## config.mk

```make
export PLATFORM = sky130hd
export DESIGN_NAME = led_stretch
export DESIGN_NICKNAME = d
export VERILOG_FILES = /design/src/rtl/led_pkg.sv /design/src/rtl/led_stretch_chan.sv /design/src/rtl/led_stretch.sv
export SDC_FILE = /design/constraint.sdc
export NUM_CORES = 1
export LEC_CHECK = 0
export CAP_MARGIN = 20
export CELL_PAD_IN_SITES_DETAIL_PLACEMENT = 0
export CELL_PAD_IN_SITES_GLOBAL_PLACEMENT = 1
export CORE_MARGIN = 3
export CORE_UTILIZATION = 43
export DETAILED_ROUTE_END_ITERATION = 8
export HOLD_SLACK_MARGIN = 0.12
export PLACE_DENSITY = 0.77
export SYNTH_ARGS = -nofsm -noshare
export SYNTH_HDL_FRONTEND = slang
export SYNTH_SLANG_ARGS = --single-unit
```

## constraint.sdc

```tcl
create_clock -name clk -period 2.01 [get_ports clk]
set_input_delay 0.603 -clock clk [delete_from_list [all_inputs] [get_ports clk]]
set_output_delay 0.603 -clock clk [all_outputs]
set_load 0.005 [all_outputs]
```

## src/rtl/led_pkg.sv

```systemverilog
// ---------------------------------------------------------------------------
// led_pkg
// Definitions shared by the LED pulse stretcher.
//   led_state_t        : per-channel FSM state (IDLE, ON, GAP), 2-bit encoded
//   DEFAULT_ON_LIMIT   : 50 ms LED on-time at a 12 MHz clock
//   DEFAULT_GAP_LIMIT  : 25 ms forced off-time at a 12 MHz clock
//   DEFAULT_COUNT_SIZE : counter width large enough for both defaults
// ---------------------------------------------------------------------------
package led_pkg;

  typedef enum logic [1:0] {
    IDLE = 2'd0,
    ON   = 2'd1,
    GAP  = 2'd2
  } led_state_t;

  localparam int unsigned DEFAULT_ON_LIMIT   = 600000;
  localparam int unsigned DEFAULT_GAP_LIMIT  = 300000;
  localparam int unsigned DEFAULT_COUNT_SIZE = 20;

endpackage

```

## src/rtl/led_stretch_chan.sv

```systemverilog
// ---------------------------------------------------------------------------
// led_stretch_chan
// One LED channel: stretches single-cycle event strobes into a pulse of
// ON_LIMIT cycles followed by a forced off-gap of GAP_LIMIT cycles. Events
// arriving while the channel is busy collapse into one queued pulse.
// Ports:
//   clk      : system clock
//   reset    : synchronous, active-high reset
//   event_in : event strobe, every high cycle counts as one event
//   led      : registered LED drive, active-high
//   busy     : registered, high whenever the channel is not idle
// ---------------------------------------------------------------------------
module led_stretch_chan
  import led_pkg::*;
#(
  parameter int unsigned ON_LIMIT   = DEFAULT_ON_LIMIT,
  parameter int unsigned GAP_LIMIT  = DEFAULT_GAP_LIMIT,
  parameter int unsigned COUNT_SIZE = DEFAULT_COUNT_SIZE
) (
  input  logic clk,
  input  logic reset,
  input  logic event_in,
  output logic led,
  output logic busy
);

  localparam logic [COUNT_SIZE-1:0] ON_LAST  = COUNT_SIZE'(ON_LIMIT - 1);
  localparam logic [COUNT_SIZE-1:0] GAP_LAST = COUNT_SIZE'(GAP_LIMIT - 1);

  led_state_t            state;
  logic [COUNT_SIZE-1:0] count;
  logic                  pending;

  // Single FSM block. led and busy are computed from the next state so they
  // are plain flops with no combinational path from event_in. The pending
  // flag is a single bit on purpose: any burst during a busy period earns
  // exactly one extra pulse.
  always_ff @(posedge clk) begin
    if (reset) begin
      state   <= IDLE;
      count   <= '0;
      pending <= 1'b0;
      led     <= 1'b0;
      busy    <= 1'b0;
    end else begin
      case (state)
        IDLE: begin
          count   <= '0;
          pending <= 1'b0;
          if (event_in) begin
            state <= ON;
            led   <= 1'b1;
            busy  <= 1'b1;
          end
        end

        ON: begin
          // Events never extend the current pulse; they only queue one.
          pending <= pending | event_in;
          if (count == ON_LAST) begin
            state <= GAP;
            count <= '0;
            led   <= 1'b0;
          end else begin
            count <= count + 1'b1;
          end
        end

        GAP: begin
          if (count == GAP_LAST) begin
            count <= '0;
            // An event on the final gap cycle starts the next pulse directly
            // rather than being queued.
            if (pending || event_in) begin
              state   <= ON;
              pending <= 1'b0;
              led     <= 1'b1;
            end else begin
              state   <= IDLE;
              pending <= 1'b0;
              busy    <= 1'b0;
            end
          end else begin
            count   <= count + 1'b1;
            pending <= pending | event_in;
          end
        end

        default: begin
          state   <= IDLE;
          count   <= '0;
          pending <= 1'b0;
          led     <= 1'b0;
          busy    <= 1'b0;
        end
      endcase
    end
  end

endmodule

```

## src/rtl/led_stretch.sv

```systemverilog
// ---------------------------------------------------------------------------
// led_stretch
// Turns single-cycle internal event strobes into human-visible LED pulses
// with a guaranteed minimum on-time and off-gap per channel.
// Ports:
//   clk      : system clock
//   reset    : synchronous, active-high reset
//   event_in : [NUM_CHANNELS] per-channel event strobes
//   led_out  : [NUM_CHANNELS] registered LED drive, inverted when ACTIVE_LOW
//   busy_out : [NUM_CHANNELS] channel not idle, never inverted
// ---------------------------------------------------------------------------
module led_stretch
  import led_pkg::*;
#(
  parameter int unsigned NUM_CHANNELS = 4,
  parameter int unsigned ON_LIMIT     = DEFAULT_ON_LIMIT,
  parameter int unsigned GAP_LIMIT    = DEFAULT_GAP_LIMIT,
  parameter int unsigned COUNT_SIZE   = DEFAULT_COUNT_SIZE,
  parameter bit          ACTIVE_LOW   = 1'b0
) (
  input  logic                    clk,
  input  logic                    reset,
  input  logic [NUM_CHANNELS-1:0] event_in,
  output logic [NUM_CHANNELS-1:0] led_out,
  output logic [NUM_CHANNELS-1:0] busy_out
);

  localparam int unsigned MAX_LIMIT = (ON_LIMIT > GAP_LIMIT) ? ON_LIMIT : GAP_LIMIT;
  localparam logic [NUM_CHANNELS-1:0] POLARITY = ACTIVE_LOW ? '1 : '0;

  // Reject parameter sets the counter cannot represent.
  if (ON_LIMIT < 1 || GAP_LIMIT < 1) begin : g_bad_limits
    $error("led_stretch: ON_LIMIT and GAP_LIMIT must both be at least 1");
  end
  if (((MAX_LIMIT - 1) >> COUNT_SIZE) != 0) begin : g_bad_width
    $error("led_stretch: COUNT_SIZE too small for max(ON_LIMIT, GAP_LIMIT)-1");
  end

  logic [NUM_CHANNELS-1:0] led_raw;

  for (genvar i = 0; i < NUM_CHANNELS; i++) begin : g_chan
    led_stretch_chan #(
      .ON_LIMIT   (ON_LIMIT),
      .GAP_LIMIT  (GAP_LIMIT),
      .COUNT_SIZE (COUNT_SIZE)
    ) u_chan (
      .clk      (clk),
      .reset    (reset),
      .event_in (event_in[i]),
      .led      (led_raw[i]),
      .busy     (busy_out[i])
    );
  end

  // XOR with a constant keeps the pin flop-driven in either polarity.
  assign led_out = led_raw ^ POLARITY;

endmodule

```

==> results.txt, run 1 <==
Fraction of layout instances using a drive strength above 1: 16.0%
Final TNS setup: 0 ns
Number of clock sinks: 100
Layout Cells excl Fill: 770
Worst path cell trace: ha_4 -> and4_4 -> nand4_1 -> o31a_1 -> or3b_4 -> mux2_2
Crit path capture type: flip-flop
Layout overhead on the synthesized area: 21.2%
Transition time at the pin with the least slew margin: 0.391 ns
Part of the Yosys area used for sequential elements: 41.0%
Core Rows: 38
DRT Pass-1 Iters: 6
Worst Setup Start Kind: flip-flop
Number of global-route vias before repair: 3809
Gate family responsible for the most delay along the worst path: simple AND/OR/NAND/NOR gates
Final hold violations: 0
Worst vdd rail ir drop: 0.484 mV
Area enclosed by the die boundary: 0.0127 sq mm
Worst Reg-to-Reg Cells: 6
Wirelength, routed: 10100 um
Via-to-Cell Ratio: 5.18
Total stage count of the critical path: 6
LEAKAGE: 2.02 nW
Detailed-route via count: 3987
Data arrival time at the worst-slack endpoint: 2.19 ns
Max Transition Viols Final: 0
Cell with the largest stage delay on the worst path: sky130_fd_sc_hd__or3b_4
Required time at the worst-slack endpoint: 2.24 ns
Max frequency: 509 MHz
Setup violation total in the final timing report: 0
Asr flop ratio synth: 0%
Post-synthesis instance total: 560
Pwr/cell area: 892 mW/mm^2
Largest net degree at the start of global routing: 21
Count of input and output buffers: 13
Global routing usage summed across all routing layers: 16.4%
Last weighted congestion value of the routability-driven placer: 0.828
Warnings from Yosys: 0
Clock latency of the later-clocked register in the worst-skew pair: 0.34 ns
Number of buffers created by CTS: 9
WL/cell: 13.2 um
Fillers: 1036
Number of top-level pins: 14
Fin worst setup slack: 0.0467 ns
Setup repair after global routing missed its margin: yes
HPWL after detailed placement: 7280 um
Core region area: 0.0110 sq mm
Max_slew headroom: 73.8%
Placed cell count: 752
Die width: 113 um
Maximum clock skew at final layout: 0.00663 ns
Number of synthesized register bits: 100
Number of cells on the worst hold path: 1
Number of distinct library cell variants in the gate-level netlist after synthesis: 48
Die height: 113 um
H-tree level count: 3
Total inserted antenna cells: 0
Status: finished clean
Mean Syn Cell Area: 8.71 sq um
TritonCTS clock tree: yes
Post-route total power: 0.00527 W
Iter 0 DRT Violations: 129
Cell chosen for the clock root: sky130_fd_sc_hd__clkbuf_16
Maximum number of buffers from clock root to sink: 2
Post-synth top flop: sky130_fd_sc_hd__dfxtp_1
Antenna-violating nets left: 0
WS Path Type: flip-flop to flip-flop
Setup slack after placement: -0.0757 ns
DRC viols: 0
First-pass GRT wire length: 17300 um
Initial standard-cell utilization of the core: 44.4%
Worst-path fanout max: 3
Crit path time final: 1.96 ns
Remaining global-route overflow: 0
Worst hold path class: flip-flop to flip-flop
Number of antenna violations at the first check in global routing: 0
Count of buffer and inverter cells on the critical path: 0
EDFF count, synth: 0
Syn_nets: 586
Clock slew at the register clock pins of the worst setup and hold paths: 0.06 ns
Worst path max stage delay: 0.44 ns
Mapped cell area: 0.00488 sq mm
Count of nets after finishing: 651
Fin crit share: 97.7%
Maximum Capacitance Violations: 0
cells in the mapped netlist, drive strengths merged, types with 9 or more instances:
library cell  number  area, sq um
nor2             109          409
dfxtp            100         2000
xnor2             40          350
nand3             33          165
nand2             31          121
xor2              31          272
inv               27          101
nand4             21          138
ha                20          250
nor3              17         85.1
buf               13         85.1
nor4              11         68.8
nor2b             10         62.6
and3               9         56.3
where the power goes:
part / switching, W / internal [W] / total (W) / leakage [nW]
registers: 0.000118 / 0.00214 / 0.00226 / 0.810
clock network: 0.000706 / 0.000871 / 0.00158 / 0.131
logic: 0.000741 / 0.000694 / 0.00144 / 1.08
total: 0.00157 / 0.00371 / 0.00527 / 2.02
metal layers:
layer	routed length (um)	track usage, %	part of all wire, %
met2	4690	26.3	46
met4	181	6.89	1.8
met5	0	0	0
met1	5010	22.1	49
met3	241	2.64	2.4
stage by stage:
step                cell area, sq um  hold WS (ns)  utilization (%)
detailed placement              5540         0.431             50.4
floorplan                       4880         0.413                -
finish                          5910         0.437             53.8
global placement                5540         0.422             50.4
CTS                             5810         0.440             52.9
global route                    5910         0.471             53.8
sequential cells by signal (all words and copies together), names as in the netlist:
signal	flops
g_chan.u_chan.state	8
g_chan.u_chan.count	80
g_chan.u_chan.busy	4
g_chan.u_chan.pending	4
g_chan.u_chan.led	4
what timing repair did:
action                     4_1_cts  5_1_grt
pin swaps                        0        9
hold endpoints to repair         0        0
buffers inserted                 0        2
hold buffers                     0        0
resized for setup                2       16
setup endpoints to repair       20       30
logic make-up after synthesis:
family	Yosys count	share of synthesized area (%)
mux	2	0.462
simple gates	280	29.3
xor+xnor	71	12.7
fa+ha+maj	20	5.13
buf+inv	47	4.36
flops	100	41.0
compound gates	40	6.98
final cells by class:
type / instances / area (sq um) / area share (%)
inverter: 27 / 101 / 1.71
clock inverter: 2 / 10.0 / 0.169
timing repair buffer: 74 / 613 / 10.4
sequential: 100 / 2000 / 33.9
clock buffer: 14 / 254 / 4.30
tap: 140 / 175 / 2.96
multi-input combinational: 413 / 2760 / 46.6
worst paths after layout:
check / startpoint / end / slack [ns]
hold / removal: g_chan[0].u_chan.count[0]$_SDFF_PP0_ / g_chan[0].u_chan.count[0]$_SDFF_PP0_ / 0.44
setup reg to reg: g_chan[1].u_chan.count[1]$_SDFF_PP0_ / g_chan[1].u_chan.state[0]$_SDFFE_PP0P_ / 0.05
hold reg to reg: g_chan[0].u_chan.count[0]$_SDFF_PP0_ / g_chan[0].u_chan.count[0]$_SDFF_PP0_ / 0.44
setup / recovery: g_chan[1].u_chan.count[1]$_SDFF_PP0_ / g_chan[1].u_chan.state[0]$_SDFFE_PP0P_ / 0.05
layout by cell type, fill, tap and decap left out, types with 11 or more instances in the layout:
cell type,netlist,routed
sky130_fd_sc_hd__nand3_1,33,32
sky130_fd_sc_hd__dfxtp_1,100,98
sky130_fd_sc_hd__xnor2_1,40,40
sky130_fd_sc_hd__ha_1,20,19
sky130_fd_sc_hd__nor4_1,11,11
sky130_fd_sc_hd__xor2_1,31,31
sky130_fd_sc_hd__clkdlybuf4s50_1,0,13
sky130_fd_sc_hd__nand4_1,20,20
sky130_fd_sc_hd__buf_4,8,59
sky130_fd_sc_hd__inv_1,27,27
sky130_fd_sc_hd__nor3_1,17,17
sky130_fd_sc_hd__nand2_1,29,29
sky130_fd_sc_hd__nor2_1,109,109
(Power assumes the default switching activity.)
==> run 2, diff against run 1 <==
CORE_UTILIZATION = 44   (was 43)
CTS_BUF_LIST = sky130_fd_sc_hd__clkbuf_8   (was unset)
PLACE_DENSITY = 0.78   (was 0.77)
==> results.txt, run 2 (synthesized netlist as in run 1, its figures left out) <==
Met2 usage: 27.1% (+0.80 points)
TritonCTS clock tree: yes
Fillers: 970 (-6.4%)
Met1 GRT Util: 21.7% (-0.41 points)
Core Util, Final: 55.8% (+2.0 points)
Leading cell types in the layout, fill and taps excluded: 109 x sky130_fd_sc_hd__nor2_1, 91 x sky130_fd_sc_hd__dfxtp_1, 57 x sky130_fd_sc_hd__buf_4, 40 x sky130_fd_sc_hd__xnor2_1
Max Transition Viols Final: 0 (unchanged)
Wirelength, routed: 10200 um (+0.69%)
Cell with the largest stage delay on the worst path: sky130_fd_sc_hd__or3b_4
LEAKAGE: 2.01 nW (-0.51%)
Gate family responsible for the most delay along the worst path: simple AND/OR/NAND/NOR gates
Max_slew headroom: 67.0% (-6.8 points)
Max reg flops: 80 (unchanged)
Core region area: 0.0106 sq mm (-3.9%)
Layout overhead on the synthesized area: 20.8%
Fraction of met3 tracks used by global routing: 4.97% (+2.3 points)
Worst vdd rail ir drop: 0.620 mV (+28%)
Fraction of power consumed by sequential logic: 45.7% (+2.8 points)
Worst-path fanout max: 3 (unchanged)
Status: finished clean
Maximum clock skew at final layout: 0.00802 ns (+0.00139 ns)
Pwr/cell area: 837 mW/mm^2 (-6.1%)
Maximum number of buffers from clock root to sink: 2 (unchanged)
Clock slew at the register clock pins of the worst setup and hold paths: 0.09 ns (+0.03 ns)
Final hold violations: 0 (unchanged)
Transition time at the pin with the least slew margin: 0.488 ns (+0.0969 ns)
First-pass GRT wire length: 17200 um (-0.55%)
H-tree level count: 3 (unchanged)
Number of antenna violations at the first check in global routing: 0 (unchanged)
Hold-fix buffer count after cts: 0 (unchanged)
WS Path Type: flip-flop to flip-flop
Switch Pwr: 0.00160 W (+1.9%)
Last weighted congestion value of the routability-driven placer: 0.808 (-2.4%)
Final TNS setup: 0 ns (unchanged)
Remaining global-route overflow: 0 (unchanged)
Max frequency: 509 MHz (about the same)
Iter 0 DRT Violations: 184 (+43%)
DRC viols: 0 (unchanged)
Crit path capture type: flip-flop
HPWL after detailed placement: 7170 um (-1.5%)
Number of global-route vias before repair: 3833 (+0.63%)
Count of buffer and inverter cells on the critical path: 0 (unchanged)
Total inserted antenna cells: 0 (unchanged)
Core Rows: 37 (-2.6%)
Worst path max stage delay: 0.44 ns (about the same)
Data arrival time at the worst-slack endpoint: 2.23 ns (+0.04 ns)
Logic pwr share: 31.2% (+4.0 points)
Cell chosen for the clock root: sky130_fd_sc_hd__clkbuf_8
Largest register by flop count: g_chan.u_chan.count
Count of input and output buffers: 13 (unchanged)
Fin crit share: 97.7% (about the same)
Die width: 111 um (-1.1%)
Worst path cell trace: ha_4 -> and4_4 -> nand4_1 -> o31a_1 -> or3b_4 -> mux2_4
Global routing usage summed across all routing layers: 16.6% (+0.12 points)
Top Registers: g_chan.u_chan.count (80), g_chan.u_chan.state (8)
Number of top-level pins: 14 (unchanged)
DRT Pass-1 Iters: 4 (-2)
GR peak layer: met2
Worst Setup Start Kind: flip-flop
Worst hold path class: flip-flop to flip-flop
Number of buffers created by CTS: 9 (unchanged)
Number of clock sinks: 100 (unchanged)
Area enclosed by the die boundary: 0.0124 sq mm (-2.2%)
Via-to-Cell Ratio: 5.19 (+0.29%)
Antenna-violating nets left: 0 (unchanged)
Initial standard-cell utilization of the core: 46.2% (+1.8 points)
Fraction of layout instances using a drive strength above 1: 18.2% (+2.2 points)
Crit path time final: 1.96 ns (-0.000158 ns)
WL/cell: 13.3 um (+1.1%)
Most common cell after layout, fill and taps aside: sky130_fd_sc_hd__nor2_1
Die height: 111 um (-1.1%)
Detailed-route via count: 3983 (-0.10%)
Maximum Capacitance Violations: 0 (unchanged)
Portion of total power attributed to the clock network: 23.1% (-6.8 points)
Share of total power consumed by net switching: 32.3% (+2.6 points)
Internal power: 0.00334 W (-9.9%)
Count of nets after finishing: 652 (+0.15%)
Required time at the worst-slack endpoint: 2.28 ns (+0.04 ns)
Largest net degree at the start of global routing: 21 (unchanged)
Clock latency of the later-clocked register in the worst-skew pair: 0.37 ns (+0.03 ns)
Setup violation total in the final timing report: 0 (unchanged)
run 2: worst paths after layout:
| kind | to | start | cells past startpoint | slack [ns] |
|---|---|---|---|---|
| min reg2reg | g_chan[0].u_chan.count[0]$_SDFF_PP0_ | g_chan[0].u_chan.count[0]$_SDFF_PP0_ | 1 | 0.42 |
| min | g_chan[0].u_chan.count[0]$_SDFF_PP0_ | g_chan[0].u_chan.count[0]$_SDFF_PP0_ | 1 | 0.42 |
| max | g_chan[1].u_chan.state[0]$_SDFFE_PP0P_ | g_chan[1].u_chan.count[0]$_SDFF_PP0_ | 6 | 0.05 |
| max reg2reg | g_chan[1].u_chan.state[0]$_SDFFE_PP0P_ | g_chan[1].u_chan.count[0]$_SDFF_PP0_ | 6 | 0.05 |
run 2: timing repair:
| item | in CTS | in global routing |
|---|---|---|
| gates cloned | 0 | 2 |
| buffers inserted | 0 | 6 |
| gates resized for setup | 7 | 23 |
| endpoints found under the hold margin | 0 | 0 |
| pin swaps | 0 | 11 |
| endpoints found under the setup margin | 10 | 30 |
run 2: final cells by class:
class                      count  area [sq um]  share of cell area [%]
multi-input combinational    413          2790                    47.3
clock inverter                 7          43.8                   0.743
clock buffer                   9           124                    2.10
inverter                      27           101                    1.72
sequential                   100          2010                    34.2
timing repair buffer          75           654                    11.1
tap                          136           170                    2.89
run 2: metrics by stage:
| stage | area, sq um | hold WS, ns | std cells | power (W) | setup WS (ns) |
|---|---|---|---|---|---|
| 3_5_place_dp | 5520 | 0.435 | 744 | 0.00366 | -0.0863 |
| 6_report | 5890 | 0.416 | 767 | 0.00494 | 0.0469 |
| 2_1_floorplan | 4880 | 0.413 | 560 | 0.00323 | 0.0108 |
| 5_1_grt | 5890 | 0.440 | 767 | 0.00526 | -0.0377 |
| 4_1_cts | 5710 | 0.450 | 760 | 0.00483 | 0.00964 |
| 3_3_place_gp | 5520 | 0.423 | 744 | 0.00362 | -0.0497 |
run 2: layer usage:
layer / wire length, um / share of wire [%] / vias to the layer above
li1: - / - / 2051
met1: 5110 / 50 / 1890
met2: 4730 / 46 / 37
met3: 273 / 2.7 / 5
met4: 78 / 0.76 / 0
met5: 0 / 0 / -
run 2: power groups by stage:
stage / clock network, W / registers [W] / logic, W
floorplan: 0 / 0.00227 / 0.000963
global placement: 0 / 0.00229 / 0.00133
detailed placement: 0 / 0.00230 / 0.00136
CTS: 0.00120 / 0.00225 / 0.00137
global route: 0.00128 / 0.00228 / 0.00171
finish: 0.00114 / 0.00226 / 0.00154
==> run 3, diff against run 2 <==
--- a/config.mk
+++ b/config.mk
@@ -10,2 +10,3 @@
 export CELL_PAD_IN_SITES_GLOBAL_PLACEMENT = 1
+export CORE_ASPECT_RATIO = 2
 export CORE_MARGIN = 3
--- a/constraint.sdc
+++ b/constraint.sdc
@@ -3,2 +3,2 @@
 set_output_delay 0.603 -clock clk [all_outputs]
-set_load 0.005 [all_outputs]
+set_load 0.02 [all_outputs]
==> results.txt, run 3 (synthesized netlist as in run 1, its figures left out) <==
Share of total power consumed by net switching: 32.4% (about the same)
DRT Pass-1 Iters: 6 (+2)
Switch Pwr: 0.00166 W (+4.2%)
Total inserted antenna cells: 0 (unchanged)
Maximum clock skew at final layout: 0.0113 ns (+0.00324 ns)
Transition time at the pin with the least slew margin: 0.381 ns (-0.107 ns)
Setup repair after global routing missed its margin: yes
Met2 usage: 34.4% (+7.2 points)
Cell seen most often among critical-path stages: sky130_fd_sc_hd__buf_4
Number of buffers created by CTS: 9 (unchanged)
GR peak layer: met2
Fin worst setup slack: 0.0554 ns (+0.00854 ns)
Via-to-Cell Ratio: 5.29 (+1.8%)
Crit path time final: 1.95 ns (-0.00854 ns)
Die width: 80.5 um (-28%)
Layout Cells excl Fill: 765 (-0.26%)
Max_slew headroom: 74.4% (+7.4 points)
Antenna-violating nets left: 0 (unchanged)
Worst path cell trace: buf_4 -> nor4bb_4 -> nand3_1 -> o41ai_4 -> buf_4 -> a211o_2 -> buf_12 -> nor2_1
Portion of total power attributed to the clock network: 26.2% (+3.1 points)
Max Transition Viols Final: 0 (unchanged)
Count of nets after finishing: 649 (-0.46%)
Setup violation total in the final timing report: 0 (unchanged)
Largest register by flop count: g_chan.u_chan.count
WS Path Type: flip-flop to flip-flop
Fillers: 1001 (+3.2%)
Placed cell count: 745 (+0.13%)
Logic pwr share: 30.1% (-1.1 points)
LEAKAGE: 2.03 nW (+0.79%)
Iter 0 DRT Violations: 171 (-7.1%)
Pwr/cell area: 873 mW/mm^2 (+4.2%)
Count of buffer and inverter cells on the critical path: 3 (+3)
Worst Setup Start Kind: flip-flop
Cell with the largest stage delay on the worst path: sky130_fd_sc_hd__o41ai_4
Fraction of met3 tracks used by global routing: 3.53% (-1.4 points)
Max frequency: 512 MHz (+0.44%)
Worst hold path class: flip-flop to flip-flop
Worst-path fanout max: 20 (+17)
Leading cell types in the layout, fill and taps excluded: 109 x sky130_fd_sc_hd__nor2_1, 93 x sky130_fd_sc_hd__dfxtp_1, 56 x sky130_fd_sc_hd__buf_4, 40 x sky130_fd_sc_hd__xnor2_1, 32 x sky130_fd_sc_hd__nand3_1
Detailed-route via count: 4046 (+1.6%)
Status: finished clean
TritonCTS clock tree: yes
H-tree level count: 3 (unchanged)
Most common cell after layout, fill and taps aside: sky130_fd_sc_hd__nor2_1
Area enclosed by the die boundary: 0.0125 sq mm (+0.62%)
Maximum Capacitance Violations: 0 (unchanged)
HPWL after detailed placement: 7810 um (+9.0%)
WL/cell: 13.9 um (+4.6%)
First-pass GRT wire length: 18200 um (+5.8%)
Remaining global-route overflow: 0 (unchanged)
Die height: 155 um (+39%)
Worst path max stage delay: 0.36 ns (-0.08 ns)
Met1 GRT Util: 19.1% (-2.5 points)
DRC viols: 0 (unchanged)
Layout overhead on the synthesized area: 20.7%
Number of antenna violations at the first check in global routing: 0 (unchanged)
Core region area: 0.0107 sq mm (+1.2%)
Wirelength, routed: 10600 um (+4.3%)
Number of top-level pins: 14 (unchanged)
Internal power: 0.00347 W (+4.0%)
Setup slack after placement: -0.0951 ns (-0.00879 ns)
Global routing usage summed across all routing layers: 18.1% (+1.6 points)
Final hold violations: 0 (unchanged)
Required time at the worst-slack endpoint: 2.27 ns (about the same)
Worst vdd rail ir drop: 0.530 mV (-15%)
Clock slew at the register clock pins of the worst setup and hold paths: 0.09 ns (about the same)
Total stage count of the critical path: 8 (+2)
Fraction of layout instances using a drive strength above 1: 17.8% (-0.39 points)
Data arrival time at the worst-slack endpoint: 2.21 ns (-0.02 ns)
Crit path capture type: flip-flop
Largest net degree at the start of global routing: 21 (unchanged)
Final TNS setup: 0 ns (unchanged)
Max reg flops: 80 (unchanged)
Initial standard-cell utilization of the core: 45.7% (-0.53 points)
Worst Hold Margin: 0.446 ns (+0.0307 ns)
Top Registers: g_chan.u_chan.count (80), g_chan.u_chan.state (8)
Fraction of power consumed by sequential logic: 43.7% (-2.0 points)
Number of cells on the worst hold path: 1 (unchanged)
Clock latency of the later-clocked register in the worst-skew pair: 0.37 ns (about the same)
Count of input and output buffers: 13 (unchanged)
Number of clock sinks: 100 (unchanged)
Last weighted congestion value of the routability-driven placer: 0.779 (-3.6%)
Number of global-route vias before repair: 4080 (+6.4%)
Worst Reg-to-Reg Cells: 8 (+2)
Core Rows: 53 (+43%)
Cell chosen for the clock root: sky130_fd_sc_hd__clkbuf_8
Maximum number of buffers from clock root to sink: 2 (unchanged)
Fin crit share: 97.2% (-0.43 points)
Gate family responsible for the most delay along the worst path: simple AND/OR/NAND/NOR gates
[run 3: power groups by stage]
| stage | clock [W] | sequential, W | combinational (W) |
|---|---|---|---|
| final | 0.00135 | 0.00224 | 0.00155 |
| after global routing | 0.00148 | 0.00227 | 0.00173 |
| after CTS | 0.00141 | 0.00225 | 0.00146 |
| after detailed placement | 0 | 0.00229 | 0.00145 |
| after global placement | 0 | 0.00228 | 0.00143 |
| after floorplan | 0 | 0.00227 | 0.00104 |
[run 3: layout make-up]
type / count / area, sq um / area share, %
multi-input combinational: 413 / 2780 / 47.2
sequential: 100 / 2010 / 34.2
timing repair buffer: 72 / 616 / 10.5
tap: 137 / 171 / 2.91
clock buffer: 10 / 138 / 2.34
inverter: 27 / 101 / 1.72
clock inverter: 6 / 68.8 / 1.17
[run 3: metal layers]
layer	vias to the layer above	wire (um)
li1	2045	-
met1	1940	4200
met2	45	6010
met3	16	222
met4	0	211
met5	-	0
[run 3: worst paths after layout]
path / endpoint / slack (ns) / from
worst max register to register: g_chan[2].u_chan.count[16]$_SDFF_PP0_ / 0.06 / g_chan[2].u_chan.count[12]$_SDFF_PP0_
worst min-delay path: g_chan[0].u_chan.count[0]$_SDFF_PP0_ / 0.45 / g_chan[0].u_chan.count[0]$_SDFF_PP0_
worst min register to register: g_chan[0].u_chan.count[0]$_SDFF_PP0_ / 0.45 / g_chan[0].u_chan.count[0]$_SDFF_PP0_
worst max-delay path: g_chan[2].u_chan.count[16]$_SDFF_PP0_ / 0.06 / g_chan[2].u_chan.count[12]$_SDFF_PP0_
[run 3: timing repair]
action                                  4_1_cts  5_1_grt
pin swaps                                     1        6
gates resized for setup                       3       27
endpoints found under the setup margin       46       55
hold buffers                                  0        0
buffers inserted                              0        4
[run 3: worst register-to-register path, delay by kind of cell (launching register included)]
family,cells,cell delay [ns]
flip-flops,1,0.32
AO/OA/AOI/OAI,2,0.51
buffers and inverters,3,0.49
AND/OR/NAND/NOR,3,0.52
[run 3: through the flow]
step           instance area (sq um)  power, W  util (%)
2_1_floorplan                   4880   0.00330         -
3_3_place_gp                    5520   0.00372      51.7
3_5_place_dp                    5520   0.00374      51.7
4_1_cts                         5740   0.00511      53.7
5_1_grt                         5890   0.00547      55.1
6_report                        5890   0.00514      55.1
